<file path="config.mk">
export PLATFORM = sky130hd
export DESIGN_NAME = bus_arbiter_2m
export DESIGN_NICKNAME = d
export VERILOG_FILES = /design/src/rtl/bus_arbiter_2m.sv
export SDC_FILE = /design/constraint.sdc
export NUM_CORES = 1
export LEC_CHECK = 0
export BUFFER_PORTS_ARGS = -buffer_cell sky130_fd_sc_hd__buf_4
export CAP_MARGIN = 20
export CORE_AREA = 10 10 181 183
export DETAILED_ROUTE_END_ITERATION = 12
export DIE_AREA = 0 0 191 193
export MAX_ROUTING_LAYER = met4
export PLACE_DENSITY = 0.4
export REMOVE_ABC_BUFFERS = 1
export SYNTH_ARGS = -nofsm -noshare
export SYNTH_HDL_FRONTEND = slang
export SYNTH_SLANG_ARGS = --single-unit
</file>
<file path="constraint.sdc">
create_clock -name clk -period 2.61 [get_ports clk]
set_input_delay 0.3915 -clock clk [delete_from_list [all_inputs] [get_ports clk]]
set_output_delay 0.3915 -clock clk [all_outputs]
set_load 0.02 [all_outputs]
</file>
<file path="src/rtl/bus_arbiter_2m.sv">
`default_nettype none
// ============================================================================
// Module   : bus_arbiter_2m
// Purpose  : Two-master to one-slave bus arbiter with a combinational grant.
//            It uses fixed m0 priority, an anti-starvation override for m1,
//            and holds ownership while the slave stalls.
//            Optional contention counters are enabled by BUS_ARB_PERF_EN.
// Revision : 1.0 - initial release
// ============================================================================
module bus_arbiter_2m #(
    parameter int unsigned STARVE_LIMIT   = 8,
    parameter int unsigned PERF_CNT_WIDTH = 32
) (
    input  logic                      clk,
    input  logic                      rst,

    input  logic [31:0]               m0_address_i,
    input  logic                      m0_read_i,
    input  logic                      m0_write_i,
    input  logic [31:0]               m0_data_wr_i,
    input  logic [3:0]                m0_mask_i,
    output logic                      m0_stall_o,
    output logic [31:0]               m0_data_rd_o,
    output logic [31:0]               m0_data_rd_2_o,
    output logic [5:0]                m0_interrupt_o,

    input  logic [31:0]               m1_address_i,
    input  logic                      m1_read_i,
    input  logic                      m1_write_i,
    input  logic [31:0]               m1_data_wr_i,
    input  logic [3:0]                m1_mask_i,
    output logic                      m1_stall_o,
    output logic [31:0]               m1_data_rd_o,
    output logic [31:0]               m1_data_rd_2_o,
    output logic [5:0]                m1_interrupt_o,

    output logic [31:0]               s_address_o,
    output logic                      s_read_o,
    output logic                      s_write_o,
    output logic [31:0]               s_data_wr_o,
    output logic [3:0]                s_mask_o,
    input  logic                      s_stall_i,
    input  logic [31:0]               s_data_rd_i,
    input  logic [31:0]               s_data_rd_2_i,
    input  logic [5:0]                s_interrupt_i,

    output logic [1:0]                owner_o,
    output logic [PERF_CNT_WIDTH-1:0] contend_cnt_o,
    output logic [PERF_CNT_WIDTH-1:0] starve_evt_cnt_o
);

    typedef enum logic [1:0] {
        IDLE  = 2'd0,
        HOLD0 = 2'd1,
        HOLD1 = 2'd2
    } state_t;

    localparam logic [7:0] STARVE_MAX = 8'(STARVE_LIMIT);

    state_t     state_q, state_d;
    logic [7:0] starve_cnt_q, starve_cnt_d;

    logic req0, req1;
    logic sel0, sel1;
    logic starve_hit;
    logic done0, done1;

    assign req0       = m0_read_i | m0_write_i;
    assign req1       = m1_read_i | m1_write_i;
    assign starve_hit = (starve_cnt_q == STARVE_MAX);

    always_comb begin
        sel0 = 1'b0;
        sel1 = 1'b0;
        case (state_q)
            HOLD0: sel0 = 1'b1;
            HOLD1: sel1 = 1'b1;
            default: begin
                if (req0 && req1) begin
                    sel1 = starve_hit;
                    sel0 = !starve_hit;
                end else begin
                    sel0 = req0;
                    sel1 = req1;
                end
            end
        endcase
    end

    assign done0 = sel0 && req0 && !s_stall_i;
    assign done1 = sel1 && req1 && !s_stall_i;

    always_comb begin
        state_d = state_q;
        case (state_q)
            IDLE: begin
                if (sel0 && req0 && s_stall_i)
                    state_d = HOLD0;
                else if (sel1 && req1 && s_stall_i)
                    state_d = HOLD1;
            end
            // A master dropping its request mid-hold also releases the bus
            HOLD0:   if (!req0 || !s_stall_i) state_d = IDLE;
            HOLD1:   if (!req1 || !s_stall_i) state_d = IDLE;
            default: state_d = IDLE;
        endcase
    end

    always_comb begin
        starve_cnt_d = starve_cnt_q;
        if (!req1 || done1)
            starve_cnt_d = 8'd0;
        else if (done0 && !starve_hit)
            starve_cnt_d = starve_cnt_q + 8'd1;
    end

    always_ff @(posedge clk or posedge rst) begin
        if (rst) begin
            state_q      <= IDLE;
            starve_cnt_q <= 8'd0;
        end else begin
            state_q      <= state_d;
            starve_cnt_q <= starve_cnt_d;
        end
    end

    always_comb begin
        s_address_o = 32'd0;
        s_read_o    = 1'b0;
        s_write_o   = 1'b0;
        s_data_wr_o = 32'd0;
        s_mask_o    = 4'd0;
        if (sel0) begin
            s_address_o = m0_address_i;
            s_read_o    = m0_read_i;
            s_write_o   = m0_write_i;
            s_data_wr_o = m0_data_wr_i;
            s_mask_o    = m0_mask_i;
        end else if (sel1) begin
            s_address_o = m1_address_i;
            s_read_o    = m1_read_i;
            s_write_o   = m1_write_i;
            s_data_wr_o = m1_data_wr_i;
            s_mask_o    = m1_mask_i;
        end
    end

    assign m0_stall_o = sel0 ? s_stall_i : req0;
    assign m1_stall_o = sel1 ? s_stall_i : req1;
    assign owner_o    = {sel1, sel0};

    assign m0_data_rd_o   = s_data_rd_i;
    assign m0_data_rd_2_o = s_data_rd_2_i;
    assign m0_interrupt_o = s_interrupt_i;
    assign m1_data_rd_o   = s_data_rd_i;
    assign m1_data_rd_2_o = s_data_rd_2_i;
    assign m1_interrupt_o = s_interrupt_i;

`ifdef BUS_ARB_PERF_EN
    logic [PERF_CNT_WIDTH-1:0] contend_cnt_q;
    logic [PERF_CNT_WIDTH-1:0] starve_evt_cnt_q;
    logic                      contend;
    logic                      forced_m1;

    assign contend   = (sel0 && req1) || (sel1 && req0);
    assign forced_m1 = (state_q == IDLE) && req0 && req1 && starve_hit;

    always_ff @(posedge clk or posedge rst) begin
        if (rst) begin
            contend_cnt_q    <= '0;
            starve_evt_cnt_q <= '0;
        end else begin
            if (contend)
                contend_cnt_q <= contend_cnt_q + PERF_CNT_WIDTH'(1);
            if (forced_m1)
                starve_evt_cnt_q <= starve_evt_cnt_q + PERF_CNT_WIDTH'(1);
        end
    end

    assign contend_cnt_o    = contend_cnt_q;
    assign starve_evt_cnt_o = starve_evt_cnt_q;
`else
    assign contend_cnt_o    = '0;
    assign starve_evt_cnt_o = '0;
`endif

endmodule
`default_nettype wire

</file>
Word-level counts from Yosys, hierarchy flattened
Index checks and enable logic that the tools add are counted.
{"block": "totals", "ramBits": 0, "latch_bits": 0, "register_bits": 10, "inputBits": 213, "mem_count": 0, "rom_bits": 0}
{"block": "op_classes", "add_sub_neg": 1, "reduce_logical": 18, "div_mod_pow": 0, "mul": 0, "n_bitwise": 2, "order_cmp": 0, "shifts": 0, "eq_ne": 6, "n_mux": 23}
{"cell": "2-to-1 mux 32 bit", "n": 4}
{"cell": "2-to-1 mux 8 bit", "n": 2}
{"cell": "adder 8 x 1 -> 8 bit, second input constant", "n": 1}
{"cell": "equality test 8 x 4 -> 1 bit, second input constant", "n": 1}
{"cell": "logical AND 1 bit", "n": 8}
{"cell": "2-to-1 mux 1 bit", "n": 8}
{"cell": "2-to-1 mux 2 bit", "n": 4}
{"cell": "2-to-1 mux 4 bit", "n": 2}
{"cell": "one-hot mux 2 bit (3 select lines)", "n": 1}
{"cell": "logical NOT 1 bit", "n": 4}
{"cell": "inequality test 2 bit, second input constant", "n": 2}
{"cell": "one-hot mux 1 bit (2 select lines)", "n": 2}
{"cell": "logical OR 1 bit", "n": 3}
{"cell": "inequality test 3 bit, second input constant", "n": 1}
{"cell": "AND reduction 3 bit", "n": 1}
{"cell": "equality test 2 x 1 -> 1 bit, second input constant", "n": 1}
{"cell": "equality test 2 bit, second input constant", "n": 1}
{"cell": "logical NOT 2 bit", "n": 1}
{"cell": "bitwise OR 1 bit", "n": 2}
{"cell": "nonzero test 2 bit", "n": 1}

Logic depth before layout (Yosys ltp)
{"block": "logic_depth", "word_depth": 9, "mapped_depth": 8}

Worst setup path after synthesis
Ideal clock, no wire load.
{"block": "synth_timing", "path_type": "register to output", "from": "reg starve_cnt_q[0]", "to": "out s_address_o[12]", "n_path_buf": 2, "stages_incl_launch_ff": 9, "path_slack_ns": 0.368, "arrival_time_ns": 1.851, "path_cell_list": "dfrtp_1 inv_1 ha_1 and4bb_2 and3_1 o31ai_4 buf_4 buf_6 a22o_1"}
{"block": "synth_via", "elab_chain_len": 5, "word_cells_on_any_way": 8, "cone_classes": "1 x eq/ne; 6 x mux; 1 x reduce/logical"}
{"item": "start, declared", "line": "61", "source": "logic [7:0] starve_cnt_q, starve_cnt_d;"}
{"item": "start signal, assigned", "line": "123", "source": "starve_cnt_q <= starve_cnt_d;"}
{"item": "equality test 8 x 4 -> 1 bit (*)", "line": "70", "source": "assign starve_hit = (starve_cnt_q == STARVE_MAX);"}
{"item": "2-to-1 mux 1 bit / logical NOT 1 bit (equally long branches)", "line": "79, 81"}
{"item": "one-hot mux 1 bit (2 select lines) / 2-to-1 mux 1 bit (equally long branches)", "line": "75, 79"}
{"item": "2-to-1 mux 32 bit / one-hot mux 1 bit (2 select lines) (equally long branches)", "line": "139, 75"}
{"item": "2-to-1 mux 32 bit (*)", "line": "133", "source": "if (sel0) begin"}
{"item": "end, declared", "line": "37", "source": "output logic [31:0] s_address_o,"}
Mark *: on every way between the ends. The rest lies on a longest branch, timed or not.

Final worst setup path
{"block": "layout_timing", "from": "reg starve_cnt_q[1]", "to": "out s_data_wr_o[31]"}
{"block": "layout_via", "elab_chain_len": 5, "word_cells_on_any_way": 8, "cone_classes": "1 x eq/ne; 6 x mux; 1 x reduce/logical"}
{"item": "equality test 8 x 4 -> 1 bit (*)", "line": "70"}
{"item": "2-to-1 mux 1 bit / logical NOT 1 bit (equally long branches)", "line": "79, 81"}
{"item": "one-hot mux 1 bit (2 select lines) / 2-to-1 mux 1 bit (equally long branches)", "line": "75, 79"}
{"item": "2-to-1 mux 32 bit / one-hot mux 1 bit (2 select lines) (equally long branches)", "line": "139, 75"}
{"item": "2-to-1 mux 32 bit (*)", "line": "133"}
{"item": "end, declared", "line": "40", "source": "output logic [31:0] s_data_wr_o,"}
Marked as above.

==> results.py <==
metrics = {
    "status": {
        "status": "finished, violations left",
        "violations": "negative setup slack",
    },
    "worst_setup_path": {
        "critPathArrivalTime_ps": 2270,
        "cp-start-kind": "flip-flop",
        "required_ps": 2220,
        "crit_top_cell": "buf_12",
        "critPathBufInv": 5,
        "cp_max_fo": 7,
        "path_cells": "inv_2 -> ha_4 -> and4bb_2 -> and3_4 -> o31ai_4 -> buf_12 -> buf_12 -> buf_8 -> a22o_1 -> buf_6",
        "crit_slowest_cell": "dfrtp_1",
        "end_kind": "output pin",
        "critical-path-top-delay-family": "buffers and inverters",
        "critPathMaxStageDelay_ps": 360,
        "crit_type": "flip-flop to output pin",
    },
    "power_and_ir_drop": {
        "power.leakage_nw": 2.33,
        "swShare_pct": 46.2,
        "irDropWorstVdd_mv": 0.253,
        "power_frac_seq_pct": 3.8,
        "p_int_w": 0.00288,
        "comb_power_share_pct": 90.4,
        "clkPwrFrac_pct": 5.8,
        "powerDensity_nw_per_um2": 1090,
        "p_sw_w": 0.00247,
    },
    "clock_tree": {
        "clk_latency_ps": 240,
        "clkSlewWorstSetupHoldPaths_ps": 50,
        "holdBufCountCts": 0,
        "cts_root_buf": "clkbuf_16",
        "clockBufferDepth": 2,
        "htreeDepth": 1,
        "cts_tree": "done",
        "numCtsBuffers": 3,
        "cts_sinks": 10,
    },
    "die": {
        "core_um2": 29200,
        "rows": 63,
        "die_w_um": 191,
        "die_h_um": 193,
        "start_util_pct": 10.5,
        "die_area_um2": 36900,
        "num_io_pins": 491,
    },
    "layout": {
        "multi_input_area_um2": 1540,
        "instances_no_fill": 884,
        "final_nets": 713,
        "fin_util_pct": 16.8,
        "drive_gt1_share_pct": 59.5,
        "area_delta_synth_final_pct": 60.4,
        "mostFrequentLayoutCells": "166 x buf_4, 74 x buf_6, 64 x conb_1",
        "layout_commonest_cell": "buf_4",
        "fillers": 3307,
        "diodes": 0,
        "final-seq-area_um2": 250,
    },
    "place": {
        "io_buffers": 216,
        "place_hpwl_mm": 24.8,
        "gp_congestion": 0.788,
        "place_inst": 854,
    },
    "logic_synthesis": {
        "synth_top_cell_by_area": "buf_4",
        "synth_area_leaders": "buf_4 51%, a22o_1 19%, dfrtp_1 8.2%, buf_2 2.1%, ha_1 2.0%",
        "ys.flop_type": "dfrtp_1",
        "syn-cell-area_um2": 3060,
        "synth_edf_count": 0,
        "synth_top_area_share_pct": 50.8,
        "avgSynthCellArea_um2": 7.85,
        "ys_seq_area_share_pct": 8.17,
        "synth_cell_types": 39,
        "synth-seq-cells": 10,
        "syn_inst": 390,
        "async_reset_ff_share_pct": 100,
        "yosysWarnings": 0,
    },
    "sta": {
        "setup_viol": 46,
        "finalHoldViolCount": 0,
        "setup_ws_ps": -54.3,
        "fmax_mhz": 375,
        "min_period_ps": 2660,
        "worst_pin_slew_ps": 555,
        "rsz0062_at_grt": "true",
        "fin_crit_sh_pct": 102,
        "maxSlewViolCount": 0,
        "fin_setup_tns_ps": -975,
        "max_slew_margin_pct": 62.0,
        "finClkSkew_ps": 7.26,
    },
    "global_routing": {
        "grt_pass1_wl_mm": 34.4,
        "grt_pass1_vias": 3102,
        "overflow": 0,
        "grt_use_total_pct": 14.5,
        "antenna_found_initial": 0,
        "grt_start_max_net_pins": 49,
    },
    "hold_path": {
        "hp-class": "input port to asynchronous set/reset pin",
    },
    "drt": {
        "via_per_inst": 3.63,
        "dr.first_iter.drc_count": 121,
        "first_pass_iters": 4,
        "drcViolationCount": 0,
        "vias": 3208,
        "drt-total-wl_mm": 30.2,
        "wire_per_inst_um": 34.2,
        "drtAntennaViolNets": 0,
    },
    "job": {
        "drv_cap": 0,
    },
}
-- path summary, 6_finish.rpt --
path	to	startpoint	slack [ps]	cells after the start
worst min register to register	starve_cnt_q[7]	starve_cnt_q[7]	560	2
worst max-delay path	s_data_wr_o[31]	starve_cnt_q[1]	-50	10
worst max register to register	starve_cnt_q[5]	state_q[0]	320	7
max in group asynchronous	starve_cnt_q[5]	rst	2100	2
min in group clk	starve_cnt_q[7]	starve_cnt_q[7]	560	2
worst min-delay path	starve_cnt_q[7]	rst	180	2
-- sequential cells by signal (all words and copies together), names as in the netlist --
| name | cells |
|---|---|
| starve_cnt_q | 8 |
| state_q | 2 |
-- kinds of logic after synthesis --
family                   Yosys count  share of synthesized area [%]
AO/OA/AOI/OAI                     97                           26.2
XOR/XNOR                           2                          0.572
adder cells (fa/ha/maj)            5                           2.04
buffers and inverters            230                           54.6
flip-flops                        10                           8.17
other                              1                          0.122
AND/OR/NAND/NOR                   45                           8.26
-- synth_stat cells (all sizes together), types with 2 or more instances --
library cell,count
a21oi,10
a22o,68
a32o,2
buf,222
clkbuf,2
dfrtp,10
ha,5
inv,6
nand2,10
nand2b,2
nand4,2
nor2,10
nor3,4
nor4,3
o21ai,8
o31ai,3
or2,2
or3,3
or4,3
xnor2,2
-- power groups by stage --
stage	Clock, W	Sequential, W	Combinational [W]
after global routing	0.000325	0.000206	0.00507
final	0.000309	0.000203	0.00484
after CTS	0.000313	0.000202	0.00452
after floorplan	0	0.000205	0.00174
after detailed placement	0	0.000210	0.00350
after global placement	0	0.000210	0.00352
-- area by class of cell --
class	instances	share of cell area, %
multi-input cells	213	31.4
inverters	6	0.459
repair buffers	261	51.3
flip-flops and latches	10	5.10
clock buffers	4	1.81
well taps	390	9.94
-- per-stage QoR --
step                      cell area [um2]  hold slack [ps]  setup WS (ps)  total power [W]
after floorplan                      1650              232          -1330          0.00195
after global placement               3960              442           40.5          0.00373
after detailed placement             3960              442           61.1          0.00371
after CTS                            4550              189           -130          0.00504
after global routing                 4910              207           -124          0.00560
final                                4910              177          -54.3          0.00535
-- layer usage --
metal  up-vias  share of wire [%]  track usage, %
li1       1305                  -               -
met1      1546                 38            16.0
met2       349                 44            20.9
met3         8                 17            11.6
met4         0               0.30           0.818
met5         -                  0               -
-- worst reg2reg max path: stages (launching register included) --
cell     delay, ps
dfrtp_1        380
inv_1           90
ha_2           350
buf_4          200
nor2b_4        140
or3_4          400
or4_1          470
a21oi_1        160
-- what timing repair did --
item	in CTS	in global routing
gates cloned	4	8
resized for setup	71	45
buffers inserted	10	6
endpoints found under the setup margin	68	71
pin swaps	43	19
Note: power is estimated with default switching activity, not from simulation.
